### src/rtl/pic_control_pkg.sv
// Shared types and helpers for the 8259A command/sequence controller.
package pic_control_pkg;

    typedef enum logic [2:0] {
        WAIT_ICW1,
        ICW2,
        ICW3,
        ICW4,
        READY
    } init_state_t;

    localparam logic [2:0] NS_EOI = 3'b001;
    localparam logic [2:0] SP_EOI = 3'b011;

    // One-hot to binary; an empty vector reports the spurious level IR7.
    function automatic logic [2:0] encode_level(input logic [7:0] level);
        logic [2:0] enc;
        enc = 3'd7;
        for (int i = 7; i >= 0; i--) begin
            if (level[i]) enc = 3'(i);
        end
        return enc;
    endfunction

endpackage

### src/rtl/pic_control_logic_if.sv
// Bus between the control logic and its neighbours (write port, INTA, resolver, data buffer).
interface pic_control_logic_if;
    logic       write_strobe;
    logic       address;
    logic [7:0] data_bus_in;
    logic       interrupt_acknowledge_n;
    logic [7:0] highest_level_in_service;
    logic [7:0] interrupt_mask;
    logic [7:0] control_logic_data;
    logic       out_control_logic_data;
    logic       enable_read_register;
    logic       read_register_isr_or_irr;
    logic       level_or_edge_triggered;
    logic       freeze;
    logic       latch_in_service;
    logic [7:0] end_of_interrupt;
    logic       initialized;

    modport master (
        output write_strobe, address, data_bus_in, interrupt_acknowledge_n,
               highest_level_in_service,
        input  interrupt_mask, control_logic_data, out_control_logic_data,
               enable_read_register, read_register_isr_or_irr, level_or_edge_triggered,
               freeze, latch_in_service, end_of_interrupt, initialized
    );

    modport slave (
        input  write_strobe, address, data_bus_in, interrupt_acknowledge_n,
               highest_level_in_service,
        output interrupt_mask, control_logic_data, out_control_logic_data,
               enable_read_register, read_register_isr_or_irr, level_or_edge_triggered,
               freeze, latch_in_service, end_of_interrupt, initialized
    );
endinterface

### src/rtl/pic_inta_sequencer.sv
// INTA pulse sequencer: edge detect, pulse counter, vector byte mux and completion handling.
module pic_inta_sequencer
    import pic_control_pkg::*;
#(
    parameter logic [7:0] CALL_OPCODE = 8'hCD
) (
    input  logic       clock,
    input  logic       reset,
    input  logic       abort,
    input  logic       enable,
    input  logic       interrupt_acknowledge_n,
    input  logic [7:0] highest_level_in_service,
    input  logic       upm,
    input  logic       aeoi,
    input  logic [2:0] icw1_vector_bits,
    input  logic [7:0] icw2,
    output logic [7:0] control_logic_data,
    output logic       out_control_logic_data,
    output logic       freeze,
    output logic       latch_in_service,
    output logic       active_next,
    output logic [7:0] aeoi_eoi_next
);

    logic       inta_n_q;
    logic [1:0] count_q, count_d;
    logic [7:0] data_q, data_d;
    logic       out_q, out_d;
    logic       freeze_q, freeze_d;
    logic       lis_q, lis_d;
    logic [7:0] level_q, level_d;

    logic       fall, rise;
    logic [1:0] last_pulse;
    logic [2:0] enc;

    assign fall       = inta_n_q & ~interrupt_acknowledge_n;
    assign rise       = ~inta_n_q & interrupt_acknowledge_n;
    assign last_pulse = upm ? 2'd2 : 2'd3;
    assign enc        = encode_level(highest_level_in_service);

    always_comb begin
        count_d       = count_q;
        data_d        = data_q;
        out_d         = out_q;
        freeze_d      = freeze_q;
        lis_d         = 1'b0;
        level_d       = level_q;
        aeoi_eoi_next = 8'h00;

        if (abort) begin
            count_d  = 2'd0;
            data_d   = 8'h00;
            out_d    = 1'b0;
            freeze_d = 1'b0;
        end else if (enable) begin
            if (fall && count_q != last_pulse) begin
                count_d = count_q + 2'd1;
                out_d   = 1'b1;
                case (count_q)
                    2'd0: begin
                        freeze_d = 1'b1;
                        lis_d    = 1'b1;
                        // 8086 drives nothing on the first pulse.
                        out_d    = ~upm;
                        if (!upm) data_d = CALL_OPCODE;
                    end
                    2'd1: begin
                        level_d = highest_level_in_service;
                        data_d  = upm ? {icw2[7:3], enc} : {icw1_vector_bits, enc, 2'b00};
                    end
                    default: data_d = icw2;
                endcase
            end else if (rise) begin
                out_d = 1'b0;
                if (count_q == last_pulse) begin
                    count_d  = 2'd0;
                    freeze_d = 1'b0;
                    if (aeoi) aeoi_eoi_next = level_q;
                end
            end
        end
    end

    assign active_next = (count_d != 2'd0);

    always_ff @(posedge clock) begin
        if (reset) begin
            inta_n_q <= 1'b0;
            count_q  <= 2'd0;
            data_q   <= 8'h00;
            out_q    <= 1'b0;
            freeze_q <= 1'b0;
            lis_q    <= 1'b0;
            level_q  <= 8'h00;
        end else begin
            inta_n_q <= interrupt_acknowledge_n;
            count_q  <= count_d;
            data_q   <= data_d;
            out_q    <= out_d;
            freeze_q <= freeze_d;
            lis_q    <= lis_d;
            level_q  <= level_d;
        end
    end

    assign control_logic_data     = data_q;
    assign out_control_logic_data = out_q;
    assign freeze                 = freeze_q;
    assign latch_in_service       = lis_q;

endmodule

### src/rtl/pic_control_logic.sv
// 8259A command/sequence controller: ICW/OCW decode, init tracking, INTA sequencing.
module pic_control_logic
    import pic_control_pkg::*;
#(
    parameter logic [7:0] CALL_OPCODE = 8'hCD
) (
    input logic              clock,
    input logic              reset,
    pic_control_logic_if.slave bus
);

    init_state_t state_q, state_d;
    logic        single_q, single_d;
    logic        ic4_q, ic4_d;
    logic        ltim_q, ltim_d;
    logic [2:0]  icw1_bits_q, icw1_bits_d;
    logic [7:0]  icw2_q, icw2_d;
    logic        upm_q, upm_d;
    logic        aeoi_q, aeoi_d;
    logic [7:0]  mask_q, mask_d;
    logic        rr_q, rr_d;
    logic [7:0]  eoi_q, eoi_d;
    logic        init_q, init_d;
    logic        err_q, err_d;

    logic        icw1_write, data_write;
    logic [7:0]  ocw_eoi;
    logic        seq_active_next;
    logic [7:0]  seq_eoi_next;

    assign data_write = bus.write_strobe & bus.address;
    assign icw1_write = bus.write_strobe & ~bus.address & bus.data_bus_in[4];

    always_comb begin
        state_d     = state_q;
        single_d    = single_q;
        ic4_d       = ic4_q;
        ltim_d      = ltim_q;
        icw1_bits_d = icw1_bits_q;
        icw2_d      = icw2_q;
        upm_d       = upm_q;
        aeoi_d      = aeoi_q;
        mask_d      = mask_q;
        rr_d        = rr_q;
        ocw_eoi     = 8'h00;

        case (state_q)
            ICW2: if (data_write) begin
                icw2_d  = bus.data_bus_in;
                state_d = !single_q ? ICW3 : (ic4_q ? ICW4 : READY);
            end
            // Cascade configuration has no effect in this model, so it is not kept.
            ICW3: if (data_write) state_d = ic4_q ? ICW4 : READY;
            ICW4: if (data_write) begin
                upm_d   = bus.data_bus_in[0];
                aeoi_d  = bus.data_bus_in[1];
                state_d = READY;
            end
            READY: begin
                if (data_write) mask_d = bus.data_bus_in;
                if (bus.write_strobe && !bus.address) begin
                    if (bus.data_bus_in[4:3] == 2'b00) begin
                        case (bus.data_bus_in[7:5])
                            NS_EOI:  ocw_eoi = bus.highest_level_in_service;
                            SP_EOI:  ocw_eoi = 8'd1 << bus.data_bus_in[2:0];
                            default: ocw_eoi = 8'h00;
                        endcase
                    end else if (bus.data_bus_in[4:3] == 2'b01 && bus.data_bus_in[1]) begin
                        rr_d = bus.data_bus_in[0];
                    end
                end
            end
            default: ;
        endcase

        if (icw1_write) begin
            ltim_d      = bus.data_bus_in[3];
            single_d    = bus.data_bus_in[1];
            ic4_d       = bus.data_bus_in[0];
            icw1_bits_d = bus.data_bus_in[7:5];
            mask_d      = 8'h00;
            rr_d        = 1'b0;
            aeoi_d      = 1'b0;
            upm_d       = 1'b0;
            state_d     = ICW2;
        end

        init_d = (state_d == READY);
        err_d  = (state_d == READY) && !seq_active_next;
        eoi_d  = ocw_eoi | seq_eoi_next;
    end

    always_ff @(posedge clock) begin
        if (reset) begin
            state_q     <= WAIT_ICW1;
            single_q    <= 1'b0;
            ic4_q       <= 1'b0;
            ltim_q      <= 1'b0;
            icw1_bits_q <= 3'd0;
            icw2_q      <= 8'h00;
            upm_q       <= 1'b0;
            aeoi_q      <= 1'b0;
            mask_q      <= 8'h00;
            rr_q        <= 1'b0;
            eoi_q       <= 8'h00;
            init_q      <= 1'b0;
            err_q       <= 1'b0;
        end else begin
            state_q     <= state_d;
            single_q    <= single_d;
            ic4_q       <= ic4_d;
            ltim_q      <= ltim_d;
            icw1_bits_q <= icw1_bits_d;
            icw2_q      <= icw2_d;
            upm_q       <= upm_d;
            aeoi_q      <= aeoi_d;
            mask_q      <= mask_d;
            rr_q        <= rr_d;
            eoi_q       <= eoi_d;
            init_q      <= init_d;
            err_q       <= err_d;
        end
    end

    pic_inta_sequencer #(
        .CALL_OPCODE(CALL_OPCODE)
    ) u_inta_sequencer (
        .clock                    (clock),
        .reset                    (reset),
        .abort                    (icw1_write),
        .enable                   (state_q == READY),
        .interrupt_acknowledge_n  (bus.interrupt_acknowledge_n),
        .highest_level_in_service (bus.highest_level_in_service),
        .upm                      (upm_q),
        .aeoi                     (aeoi_q),
        .icw1_vector_bits         (icw1_bits_q),
        .icw2                     (icw2_q),
        .control_logic_data       (bus.control_logic_data),
        .out_control_logic_data   (bus.out_control_logic_data),
        .freeze                   (bus.freeze),
        .latch_in_service         (bus.latch_in_service),
        .active_next              (seq_active_next),
        .aeoi_eoi_next            (seq_eoi_next)
    );

    assign bus.interrupt_mask           = mask_q;
    assign bus.read_register_isr_or_irr = rr_q;
    assign bus.level_or_edge_triggered  = ltim_q;
    assign bus.end_of_interrupt         = eoi_q;
    assign bus.initialized              = init_q;
    assign bus.enable_read_register     = err_q;

endmodule

### src/flat_wrapper.sv
// flat-port wrapper written by rule: the top's interface ports become plain ports
module pic_control_logic_flat import pic_control_pkg::*;
#(
    parameter logic [7:0] CALL_OPCODE = 8'hCD
)
  (clock, reset, bus_write_strobe, bus_address, bus_data_bus_in, bus_interrupt_acknowledge_n, bus_highest_level_in_service, bus_interrupt_mask, bus_control_logic_data, bus_out_control_logic_data, bus_enable_read_register, bus_read_register_isr_or_irr, bus_level_or_edge_triggered, bus_freeze, bus_latch_in_service, bus_end_of_interrupt, bus_initialized);
  pic_control_logic_if bus_i ();
  input logic clock;
  input logic reset;
  input wire logic [$bits(bus_i.write_strobe)-1:0] bus_write_strobe;
  input wire logic [$bits(bus_i.address)-1:0] bus_address;
  input wire logic [$bits(bus_i.data_bus_in)-1:0] bus_data_bus_in;
  input wire logic [$bits(bus_i.interrupt_acknowledge_n)-1:0] bus_interrupt_acknowledge_n;
  input wire logic [$bits(bus_i.highest_level_in_service)-1:0] bus_highest_level_in_service;
  output wire logic [$bits(bus_i.interrupt_mask)-1:0] bus_interrupt_mask;
  output wire logic [$bits(bus_i.control_logic_data)-1:0] bus_control_logic_data;
  output wire logic [$bits(bus_i.out_control_logic_data)-1:0] bus_out_control_logic_data;
  output wire logic [$bits(bus_i.enable_read_register)-1:0] bus_enable_read_register;
  output wire logic [$bits(bus_i.read_register_isr_or_irr)-1:0] bus_read_register_isr_or_irr;
  output wire logic [$bits(bus_i.level_or_edge_triggered)-1:0] bus_level_or_edge_triggered;
  output wire logic [$bits(bus_i.freeze)-1:0] bus_freeze;
  output wire logic [$bits(bus_i.latch_in_service)-1:0] bus_latch_in_service;
  output wire logic [$bits(bus_i.end_of_interrupt)-1:0] bus_end_of_interrupt;
  output wire logic [$bits(bus_i.initialized)-1:0] bus_initialized;
  assign bus_i.write_strobe = bus_write_strobe;
  assign bus_i.address = bus_address;
  assign bus_i.data_bus_in = bus_data_bus_in;
  assign bus_i.interrupt_acknowledge_n = bus_interrupt_acknowledge_n;
  assign bus_i.highest_level_in_service = bus_highest_level_in_service;
  assign bus_interrupt_mask = bus_i.interrupt_mask;
  assign bus_control_logic_data = bus_i.control_logic_data;
  assign bus_out_control_logic_data = bus_i.out_control_logic_data;
  assign bus_enable_read_register = bus_i.enable_read_register;
  assign bus_read_register_isr_or_irr = bus_i.read_register_isr_or_irr;
  assign bus_level_or_edge_triggered = bus_i.level_or_edge_triggered;
  assign bus_freeze = bus_i.freeze;
  assign bus_latch_in_service = bus_i.latch_in_service;
  assign bus_end_of_interrupt = bus_i.end_of_interrupt;
  assign bus_initialized = bus_i.initialized;
  pic_control_logic #(.CALL_OPCODE(CALL_OPCODE)) u_core (.clock(clock), .reset(reset), .bus(bus_i));
endmodule
### config.mk
export PLATFORM = sky130hd
export DESIGN_NAME = pic_control_logic_flat
export DESIGN_NICKNAME = d
export VERILOG_FILES = /design/src/rtl/pic_control_pkg.sv /design/src/rtl/pic_control_logic_if.sv /design/src/rtl/pic_inta_sequencer.sv /design/src/rtl/pic_control_logic.sv /design/src/flat_wrapper.sv
export SDC_FILE = /design/constraint.sdc
export NUM_CORES = 1
export LEC_CHECK = 0
export CELL_PAD_IN_SITES_DETAIL_PLACEMENT = 1
export CELL_PAD_IN_SITES_GLOBAL_PLACEMENT = 1
export CORE_UTILIZATION = 42
export DETAILED_ROUTE_END_ITERATION = 16
export GPL_ROUTABILITY_DRIVEN = 0
export GPL_TIMING_DRIVEN = 0
export MAX_ROUTING_LAYER = met4
export PLACE_DENSITY_LB_ADDON = 0.1
export SYNTH_ARGS = -nofsm -noshare
export SYNTH_HDL_FRONTEND = slang
export SYNTH_HIERARCHICAL = 1
export SYNTH_SLANG_ARGS = --single-unit
### constraint.sdc
create_clock -name clock -period 4.7 [get_ports clock]
set_input_delay 0.705 -clock clock [delete_from_list [all_inputs] [get_ports clock]]
set_output_delay 0.705 -clock clock [all_outputs]
set_load 0.02 [all_outputs]
==> results of run 1 <==
## worst paths after layout
| kind | startpoint | to |
|---|---|---|
| setup / recovery | bus_data_bus_in[4] | u_core/u_inta_sequencer/level_q[5] |
| hold / removal | u_core/icw1_bits_q[2] | u_core/icw1_bits_q[2] |
| setup reg to reg | u_core/state_q[2] | u_core/u_inta_sequencer/control_logic_data[6] |
| hold reg to reg | u_core/icw1_bits_q[2] | u_core/icw1_bits_q[2] |
## where the power goes
| group | switching (uW) | internal, uW | total [uW] |
|---|---|---|---|
| registers | 2.88 | 512 | 515 |
| clock network | 203 | 253 | 456 |
| logic | 42.1 | 29.8 | 71.8 |
| total | 248 | 795 | 1040 |
## cells in the mapped netlist (2+ instances only)
cell type	n
dfxtp_1	60
nor2_1	44
mux2i_1	29
nand2_1	26
a21oi_1	15
inv_1	14
o21ai_0	10
a22oi_1	8
and2_1	8
o22ai_1	8
nor2b_1	7
a31oi_1	5
buf_6	5
nor3_1	5
buf_2	4
nor3b_1	4
a211oi_1	3
clkbuf_1	3
nand3b_1	3
nand4_1	3
a21o_1	2
a311oi_1	2
a32oi_1	2
and3_1	2
and3b_1	2
ha_1	2
nand2b_1	2
nand3_1	2
nor3b_2	2
o311ai_1	2
or2_2	2
xnor2_1	2
## cells by family after synthesis
group	synth area share, %
DFF	43.7
AOI/OAI and AO/OA	16.2
adders and majority gates	0.910
and+or+nand+nor	22.2
xor gates and xnor gates	0.956
muxes	10.6
buffers and inverters	5.55
## per-stage QoR
step	setup WS, ns	power [uW]
after global routing	1.79	1090
final	1.92	1040
after floorplan	2.45	562
after detailed placement	1.60	598
after global placement	1.59	596
after CTS	1.94	1050
## flip-flops by register name, summed over array words and instances (netlist names)
signal / flops
u_core/bus.interrupt_mask: 8
u_core/bus.end_of_interrupt: 8
u_core/bus.initialized: 1
u_core/aeoi_q: 1
u_core/bus.read_register_isr_or_irr: 1
u_core/u_inta_sequencer/level_q: 8
u_core/bus.enable_read_register: 1
u_core/u_inta_sequencer/latch_in_service: 1
u_core/icw1_bits_q: 3
u_core/upm_q: 1
u_core/u_inta_sequencer/out_control_logic_data: 1
u_core/u_inta_sequencer/control_logic_data: 8
u_core/ic4_q: 1
u_core/single_q: 1
u_core/icw2_q: 8
u_core/bus.level_or_edge_triggered: 1
u_core/u_inta_sequencer/inta_n_q: 1
u_core/u_inta_sequencer/freeze: 1
u_core/u_inta_sequencer/count_q: 2
u_core/state_q: 3
## layer usage
layer | part of all wire [%] | global-route usage (%) | wire (um)
met5 | 0 | - | 0
met4 | 1.1 | 9.25 | 84
met3 | 3.8 | 3.88 | 284
met2 | 49 | 39.8 | 3710
met1 | 46 | 29.3 | 3490
## layout make-up
class                   count  area (um2)
plain buffers              14         100
clock buffers              10         138
clock inverters             5        52.6
fillers                   752        2840
inverters                  14        52.6
multi-input cells         217        1400
flip-flops and latches     60        1200
well taps                  77        96.3
repair buffers             47         470
## worst reg2reg max path: stages, from the launching register on
cell      delay (ns)
dfxtp_1         0.48
nor3b_4         0.44
nand3b_1        0.26
a21oi_1         0.60
nor2b_1         0.48
a311oi_1        0.15
==> metrics, run 1 <==
asr flop ratio synth 0%; final WL roughly 7600 um; WS Path Type primary input to register; Ant. Diodes 0; worst-path cell chain clkdlybuf4s50_1 > nand3b_1 > inv_1 > a2111oi_4 > mux2i_1 > nor2_1; Final Setup Violations 0; Synth cell types 49; drt drc 0; Hold Crit Depth 2; largest net degree at the start of global routing 12; wire per inst between 15 and 20 um; final hold slack between 0.4 and 0.5 ns; CP delay by family, top compound AO/OA/AOI/OAI gates; Max VDD drop about 0.00016 V; Cells after Synth ~310; final design instance area without fill roughly 3500 um2; fmax 360 MHz; Slew HR 42.9%; status finished clean; chip width around 83 um; hpwl dp roughly 5400 um; core area 6350 um2; Final min period 2.78 ns; Slew Limit Fails 0; EDFF count, synth 0; CTS clock-pin slew for the worst setup and hold paths ~0.070 ns; Detailed Routing Iterations Pass 1 4; Synth Register Bits 60; setup TNS 0 ns; Critical Path AT ~3 ns; setup bufs post-CTS 0; Via-to-Cell Ratio 5.53; critical path's largest stage delay 0.82 ns; Mapped Area 2750 um2; Yosys top cell area share between 40% and 50%; Hold Violations, Final 0; Max-Cap Viols 0; YS warnings 6; Worst Path Required around 5 ns; Max Root-Sink Buffers 2; final std cells w/o fill between 400 and 500; worst path bufs/invs 2; area growth from synthesis to layout 27.5%; CTS tree built; # IOs 52; share of cells above drive strength 1 9.26%; crit path max fanout 11; Min-Delay Path Class register to register; DR iter-0 viols between 100 and 150; Reg2Reg Depth 5; Worst Setup End Kind register; CTS Root Cell clkbuf_8; via count 2456; DIE AREA between 6000 and 7000 um2; number of buffers created by CTS 9; Sink Count 60; power per standard cell area between 200 and 300 nW/um2; vias in the first global route roughly 2600; Post-DP Area 3320 um2; Final period util 59.1%; Synth Net Count 328; Initial Util 43.3%; sequential share of the synthesized area approximately 44%; total track usage around a quarter; cell taking the most area after synthesis dfxtp_1; commonest non-fill, non-tap cell in the layout dfxtp_1; post-layout net count between 300 and 400; RSZ-0062 raised after global routing no; Clock Skews 0.00647 ns; dominant synthesized flop cell dfxtp_1; final core occ a little under three fifths; crit path launch type primary input; initial antenna violation count 0; synth top area cells dfxtp_1 (44%), mux2i_1 (11%), nor2_1 (6.0%); clk_lat worst skew 0.33 ns; leak pwr 0.00128 uW; cts hold-fix bufs 0; first-pass GRT wire length about 13000 um; CP max stage cell a2111oi_4; commonest non-fill, non-tap cells in the layout dfxtp_1 (60), clkdlybuf4s50_1 (47), nor2_1 (44); R2R setup slack approximately 2.2 ns; Final ANT Viol Nets 0; critical path depth 6; GRT overflow 0; placed cell count 429; cts repair resizes 0; worst slew pin tran approximately 0.86 ns; CTS H-tree depth 3; port bufs 47; DIE HEIGHT between 80 and 90 um; row count 29; Mean Syn Cell Area ~9.0 um2
No activity file was read; power rests on OpenSTA's default activity.
==> run 2: changes to the inputs <==
- CORE_UTILIZATION: 42 -> 35
- clock period: 4.7 -> 2.4 ns (I/O delays scaled with it)
==> run 2 against run 1 <==
Compared with the run above: die area is 19% higher; sequential power grew 96%; clock-buffer cell count increased by 2; register-to-register slack got worse by 1.8 ns; critical path type unchanged; final area is 2.3% higher; highest routed layer unchanged; worst setup slack got worse by 1.6 ns; worst hold slack got worse by 0.14 ns; via count down 2.1%; non-clock buffer count increased by 2; combinational power increased by 95%; clock skew up 0.0030 ns.
==> metrics, run 2 (synthesized netlist as in run 1, its figures left out) <==
Sw Share 23.3% (-0.46 points); Detailed Routing Iterations Pass 1 4 (unchanged); first-pass GRT wire length 12600 um (-2.3%); initial antenna violation count 0 (unchanged); CTS tree built; Slew HR 58.7% (+16 points); final hold slack 0.316 ns (-0.143 ns); Worst Setup End Kind register; DR iter-0 viols 71 (-30%); CP delay by family, top buffers and inverters; total power 2080 uW (+99%); Final period util 88.6%; critical path's largest stage delay 0.57 ns (-0.25 ns); WS Path Type primary input to register; number of buffers created by CTS 9 (unchanged); min setup slack post-route 0.275 ns (-1.65 ns); Worst Path Required 2.60 ns (-2.30 ns); reported net switching power 484 uW (+95%); Clock Skews 0.00951 ns (+0.00303 ns); Setup WS pre-CTS -0.426 ns (-2.02 ns); CTS clock-pin slew for the worst setup and hold paths 0.07 ns (about the same); clk_lat worst skew 0.33 ns (about the same); Hold Violations, Final 0 (unchanged); final design instance area without fill 3590 um2 (+2.3%); Multi-input gate area 1410 um2 (+0.90%); combinational cell fraction of total power 6.8% (about the same); Initial Util 37.1% (-6.2 points); area growth from synthesis to layout 30.5%; CTS Root Cell clkbuf_8; drt drc 0 (unchanged); port bufs 47 (unchanged); largest net degree at the start of global routing 12 (unchanged); setup TNS 0 ns (unchanged); Final Setup Violations 0 (unchanged); worst slew pin tran 0.619 ns (-0.238 ns); leak pwr 0.00130 uW (+1.6%); hpwl dp 5500 um (+2.5%); commonest non-fill, non-tap cell in the layout dfxtp_1; share of cells above drive strength 1 11.1% (+1.8 points); CP max stage cell clkdlybuf4s50_1; # IOs 52 (unchanged); DIE AREA 8220 um2 (+19%); Final ANT Viol Nets 0 (unchanged); row count 31 (+6.9%); Critical Path AT 2.33 ns (-0.64 ns); power per standard cell area 579 nW/um2 (+95%); core area 7410 um2 (+17%); Final min period 2.13 ns; worst path bufs/invs 3 (+1); Sink Count 60 (unchanged); final WL 7600 um (+0.48%); crit path max fanout 11 (unchanged); fmax 471 MHz; Via-to-Cell Ratio 5.13 (-7.3%); DIE HEIGHT 90.6 um (+9.3%); Clk pwr share 44.8% (+1.0 points); Max VDD drop 0.000280 V (+74%); commonest non-fill, non-tap cells in the layout dfxtp_1 (60), clkdlybuf4s50_1 (47), nor2_1 (44); GRT overflow 0 (unchanged); worst-path cell chain clkdlybuf4s50_1 > nand3b_1 > inv_1 > and3b_2 > and2_1 > inv_1 > o22ai_1; Max Root-Sink Buffers 2 (unchanged); Max-Cap Viols 0 (unchanged); register area 1200 um2 (unchanged); wire per inst 16.2 um (-4.9%); # fillers 855 (+14%); Internal 1590 uW (+100%); status finished clean; total track usage 20.2% (-3.8 points); CTS H-tree depth 3 (unchanged); critical path's most frequent cell inv_1; chip width 90.6 um (+9.3%); vias in the first global route 2496 (-2.8%); Slew Limit Fails 0 (unchanged); post-layout net count 388 (+0.52%); Post-DP Area 3340 um2 (+0.83%); crit path launch type primary input; sequential share of power 48.5% (-0.9 points); Ant. Diodes 0 (unchanged); RSZ-0062 raised after global routing no; Min-Delay Path Class primary input to register; via count 2404 (-2.1%)
[run 2: power by group through the flow]
| stage | combinational (uW) | clock [uW] | sequential [uW] |
|---|---|---|---|
| after CTS | 141 | 960 | 1010 |
| after floorplan | 70.7 | 0 | 1030 |
| after detailed placement | 141 | 0 | 1030 |
| after global routing | 154 | 1000 | 1010 |
| final | 140 | 930 | 1010 |
| after global placement | 139 | 0 | 1030 |
[run 2: area by class of cell]
cell class / count / area share [%]
Timing Repair Buffer: 49 / 13.9
Multi-Input combinational cell: 217 / 39.3
Tap cell: 99 / 3.45
Clock inverter: 4 / 1.32
Sequential cell: 60 / 33.5
Buffer: 14 / 2.82
Clock buffer: 12 / 4.32
Inverter: 14 / 1.46
[run 2: path summary, 6_finish.rpt]
kind	cells past startpoint	slack, ns	startpoint	to
worst max-delay path	7	0.27	bus_data_bus_in[4]	u_core/bus.end_of_interrupt[1]
worst min register to register	2	0.47	u_core/bus.level_or_edge_triggered	u_core/bus.level_or_edge_triggered
worst max register to register	7	0.34	u_core/state_q[2]	u_core/bus.end_of_interrupt[6]
worst min-delay path	3	0.32	bus_address	u_core/state_q[2]
[run 2: what timing repair did]
action | in CTS | in global routing
hold buffers | 0 | 0
pin swaps | 1 | 0
hold endpoints to repair | 0 | 0
resized for setup | 3 | 3
endpoints found under the setup margin | 22 | 16
buffers inserted | 1 | 1
[run 2: through the flow]
stage               utilization (%)  instances
floorplan                         -        305
global placement               45.1        451
detailed placement             45.1        451
CTS                            48.3        468
global route                   48.4        469
finish                         48.4        469
[run 2: routing by layer]
metal / share of wire [%] / vias to the layer above / GRT usage [%]
met5: 0 / - / -
met4: 1.4 / 0 / 8.47
met3: 2.4 / 10 / 2.95
met2: 50 / 43 / 33.3
met1: 47 / 1150 / 24.6
li1: - / 1201 / -
[run 2: worst min-delay path, cell delays in order]
cell and delay (ns):
buf_6 0.12, nand3_1 0.07, a21oi_1 0.06
==> RTL edit 1 (settings of run 1) <==
Reset style: asynchronous (`reset`), changed in 2 clocked blocks.
--- a/src/rtl/pic_inta_sequencer.sv
+++ b/src/rtl/pic_inta_sequencer.sv
@@ -84,7 +84,7 @@
 
     assign active_next = (count_d != 2'd0);
 
-    always_ff @(posedge clock) begin
+    always_ff @(posedge clock or posedge reset) begin
         if (reset) begin
             inta_n_q <= 1'b0;
             count_q  <= 2'd0;
--- a/src/rtl/pic_control_logic.sv
+++ b/src/rtl/pic_control_logic.sv
@@ -90,7 +90,7 @@
         eoi_d  = ocw_eoi | seq_eoi_next;
     end
 
-    always_ff @(posedge clock) begin
+    always_ff @(posedge clock or posedge reset) begin
         if (reset) begin
             state_q     <= WAIT_ICW1;
             single_q    <= 1'b0;
Function: differs if reset is asserted again (counterexample within 4 cycles, from zero or initial values and one cycle with reset high); with reset held inactive, the same outputs for 10 cycles.
==> RTL edit 1 against run 1 <==
- first-iteration DRC count is 33% higher
- cell area is 8.4% higher
- count of clock-buffer cells in the layout is 1 higher
- cell count is 2.5% lower
- routed wire length is 1.6% higher
- critical path type unchanged
- die area is 10% higher
- synthesized area is 11% higher
- worst setup slack worse by 0.26 ns
- critical endpoint is now u_core/bus.enable_read_register
- global-route usage is 0.70 points lower
- via count is 3.2% lower
- sequential cell count stayed put
- highest routed layer unchanged
Power is not compared: it rests on default switching activity, and its combinational part moved more than twofold at a synthesized area within 25%.
==> RTL edit 1: results <==
INSERT INTO impl_metrics (metric_group, metric, value, unit) VALUES
('status', 'outcome', 'finished clean', ''),
('final_layout', 'post_route_cells_drive_above_1_share', '0.178', ''),
('grt', 'grt_pass1_vias', '2492', ''),
('yosys', 'seq_area_frac_synth', '0.493', ''),
('final_layout', 'nets', '357', ''),
('placement', 'place.port_buffers', '48', ''),
('route', 'dr.first_iter.drc_count', '134', ''),
('placement', 'place_area', '3640', 'µm²'),
('placement', 'place.detailed.hpwl', '5400', 'µm'),
('final_layout', 'num-fill-cells', '800', ''),
('critical_path', 'critical_path.slowest_cell', 'sky130_fd_sc_hd__clkdlybuf4s50_1', ''),
('yosys', 'ys_top_cells_by_count', 'sky130_fd_sc_hd__dfrtp_1, sky130_fd_sc_hd__mux2_2, sky130_fd_sc_hd__nor2_1', ''),
('grt', 'grt_pass1_wl', '12800', 'µm'),
('route', 'mean_routed_wirelength_per_cell', '17.8', 'µm'),
('yosys', 'synth.distinct_cells', '56', ''),
('yosys', 'ys_async_rst_share', '1.00', ''),
('critical_path', 'arrival', '3.28', 'ns'),
('yosys', 'yosys-top-cells-area', 'sky130_fd_sc_hd__dfrtp_1, sky130_fd_sc_hd__mux2_2, sky130_fd_sc_hd__o21ai_0', ''),
('grt', 'met1_usage', '0.298', ''),
('grt', 'gr-usage-met2', '0.376', '');
==> RTL edit 1: changes by cell type after synthesis, sizes merged, moves of 7 or more <==
cell and delta:
dfrtp +60, dfxtp -60, mux2 +23, mux2i -26, nand2 -14, nand3 +8
nor2 -25, o21ai +8, o21bai +8, o22ai -7
==> RTL edit 1: final cells by class <==
class,count,area [µm²],area share
Buffer,14,108,0.0283
Clock buffer,11,141,0.0372
Clock inverter,3,15.0,0.00395
Inverter,8,30.0,0.00790
Multi-Input combinational cell,193,1410,0.370
Sequential cell,60,1500,0.395
Tap cell,96,120,0.0316
Timing Repair Buffer,48,480,0.126
==> RTL edit 1: path summary, 6_finish.rpt <==
check,to,startpoint,slack [ns],cells after the start
max in group asynchronous,u_core/u_inta_sequencer/level_q[5],reset,3.24,2
worst min-delay path,u_core/u_inta_sequencer/level_q[7],u_core/u_inta_sequencer/level_q[7],0.48,1
worst min register to register,u_core/u_inta_sequencer/level_q[7],u_core/u_inta_sequencer/level_q[7],0.48,1
worst max register to register,u_core/u_inta_sequencer/level_q[4],u_core/state_q[2],2.13,7
worst max-delay path,u_core/bus.enable_read_register,bus_address,1.66,10
min in group asynchronous,u_core/bus.end_of_interrupt[0],reset,0.89,2
==> RTL edit 1: routing by layer <==
layer / wire [µm] / vias to the layer above
met1: 3640 / 1205
li1: - / 1113
met4: 87 / 0
met2: 3710 / 47
met3: 257 / 12
met5: 0 / -
==> RTL edit 1: worst reg2reg max path: cells and delay by family, from the launching register on <==
| kind | cells | cell delay (ns) |
|---|---|---|
| mux | 1 | 0.40 |
| simple gates | 3 | 1.27 |
| buf+inv | 2 | 0.24 |
| compound gates | 1 | 0.16 |
| flops | 1 | 0.38 |
==> RTL edit 1: power breakdown <==
group | switching, W | internal, W | total (W)
Combinational | 0.000381 | 0.000347 | 0.000727
Clock | 0.000196 | 0.000197 | 0.000393
Sequential | 0.0000866 | 0.000665 | 0.000752
==> RTL edit 1: logic make-up after synthesis <==
logic type / after synthesis / share of synthesized area
simple gates: 96 / 0.200
compound gates: 67 / 0.150
flops: 60 / 0.493
mux: 26 / 0.0949
buf+inv: 22 / 0.0452
xor+xnor: 2 / 0.00822
fa+ha+maj: 2 / 0.00822
==> RTL edit 1: stage by stage <==
stage	hold WS, ns	std cells	util	total power (W)
after floorplan	0.449	275	-	0.00121
after global placement	0.459	419	0.528	0.00146
after detailed placement	0.475	419	0.528	0.00149
after CTS	0.490	433	0.550	0.00188
after global routing	0.510	433	0.550	0.00199
final	0.485	433	0.550	0.00187
==> RTL edit 2 (flow settings as in run 1) <==
Made on the original files. The 5 states of `init_state_t` get a one-hot encoding in 5 bits.
--- a/src/rtl/pic_control_pkg.sv
+++ b/src/rtl/pic_control_pkg.sv
@@ -1,12 +1,12 @@
 // Shared types and helpers for the 8259A command/sequence controller.
 package pic_control_pkg;
 
-    typedef enum logic [2:0] {
-        WAIT_ICW1,
-        ICW2,
-        ICW3,
-        ICW4,
-        READY
+    typedef enum logic [4:0] {
+        WAIT_ICW1 = 5'b00001,
+        ICW2      = 5'b00010,
+        ICW3      = 5'b00100,
+        ICW4      = 5'b01000,
+        READY     = 5'b10000
     } init_state_t;
 
     localparam logic [2:0] NS_EOI = 3'b001;
Formal check against the unedited RTL: same outputs for any inputs over 10 cycles, from zero or initial values and one cycle with reset high; not proved beyond that.
==> RTL edit 2 against run 1 <==
- the flow now finishes with violations (DRC)
- cell area increased by 3.5%
- sequential cell count increased by 2
- sequential power increased by 3%
- count of clock-buffer cells in the layout increased by 2
- fmax decreased by 1.9%
- cell count increased by 1.6%
- clock power increased by 14%
- die area increased by 2.8%
- routed wire length increased by 2.1%
- worst setup slack got worse by 0.055 ns
- non-clock buffer count increased by 3
- total power increased by 7.6%
- synthesized area increased by 2.9%
- critical endpoint is now u_core/bus.enable_read_register
- largest cell class unchanged
==> RTL edit 2: results <==
INSERT INTO impl_metrics (metric_group, metric, value, unit) VALUES
('critical_path', 'setup.reg_to_reg.worst_slack', '1.87', 'ns'),
('route', 'detail_route.vias_per_cell', '5.55', ''),
('route', 'routed-wl-met3', '249', 'µm'),
('placement', 'place.port_buffers', '49', ''),
('critical_path', 'arrival', '3.10', 'ns'),
('critical_path', 'critical_path.slowest_cell', 'sky130_fd_sc_hd__a21oi_1', ''),
('status', 'outcome', 'complete, but fails checks', ''),
('grt', 'grt_pass1_wl', '12700', 'µm'),
('yosys', 'synth.distinct_cells', '56', ''),
('grt', 'groute.usage.overall', '0.239', ''),
('critical_path', 'crit_path_start', 'u_core/state_q[3]', ''),
('yosys', 'seq_area_frac_synth', '0.439', ''),
('yosys', 'synth_nets', '332', ''),
('critical_path', 'r2r_cells', '8', ''),
('pwr', 'swShare', '0.225', ''),
('yosys', 'ys_top_cells_by_count', 'sky130_fd_sc_hd__dfxtp_1, sky130_fd_sc_hd__nor2_1, sky130_fd_sc_hd__mux2i_1', ''),
('grt', 'grt.met3_usage', '0.0465', ''),
('grt', 'met1_usage', '0.296', ''),
('grt', 'grt_pass1_vias', '2528', ''),
('status', 'violations_in_the_final_reports', 'DRC', ''),
('pwr', 'ir_worst_vdd', '0.162', 'mV'),
('sta', 'finalClockSkew', '0.00817', 'ns'),
('route', 'wl_met2', '3780', 'µm'),
('route', 'drc', '2', ''),
('critical_path', 'timing.critical_path.fanout_max', '9', ''),
('final_layout', 'nets', '392', '');
==> RTL edit 2: layout make-up <==
type                    instances  area, µm²
fillers                       749       2790
multi-input cells             226       1490
flip-flops and latches         62       1240
repair buffers                 49        490
clock buffers                  12        145
well taps                      77       96.3
plain buffers                  15       73.8
clock inverters                 4       70.1
inverters                       6       22.5
==> RTL edit 2: stage by stage <==
| stage | std cells | power (W) | setup WS (ns) | utilization | hold WS, ns |
|---|---|---|---|---|---|
| 2_1_floorplan | 309 | 0.000576 | 2.40 | - | 0.436 |
| 3_3_place_gp | 435 | 0.000613 | 1.65 | 0.532 | 0.445 |
| 3_5_place_dp | 435 | 0.000614 | 1.62 | 0.532 | 0.455 |
| 4_1_cts | 451 | 0.00113 | 1.86 | 0.565 | 0.465 |
| 5_1_grt | 451 | 0.00116 | 1.58 | 0.565 | 0.498 |
| 6_report | 451 | 0.00112 | 1.87 | 0.565 | 0.464 |
==> RTL edit 2: power by group through the flow <==
stage               combinational [W]  sequential, W  clock, W
floorplan                   0.0000333       0.000543         0
global route                0.0000765       0.000532  0.000548
detailed placement          0.0000698       0.000544         0
finish                      0.0000705       0.000532  0.000520
CTS                         0.0000704       0.000532  0.000528
global placement            0.0000691       0.000544         0
==> RTL edit 2: logic make-up (layout without fill, tap and decap cells) <==
family | count (synthesis) | in the layout | synth area share
buffers and inverters | 21 | 86 | 0.0341
DFF | 62 | 62 | 0.439
and+or+nand+nor | 129 | 129 | 0.253
AOI/OAI and AO/OA | 63 | 63 | 0.154
muxes | 28 | 28 | 0.0991
adders and majority gates | 2 | 2 | 0.00884
xor gates and xnor gates | 4 | 4 | 0.0124
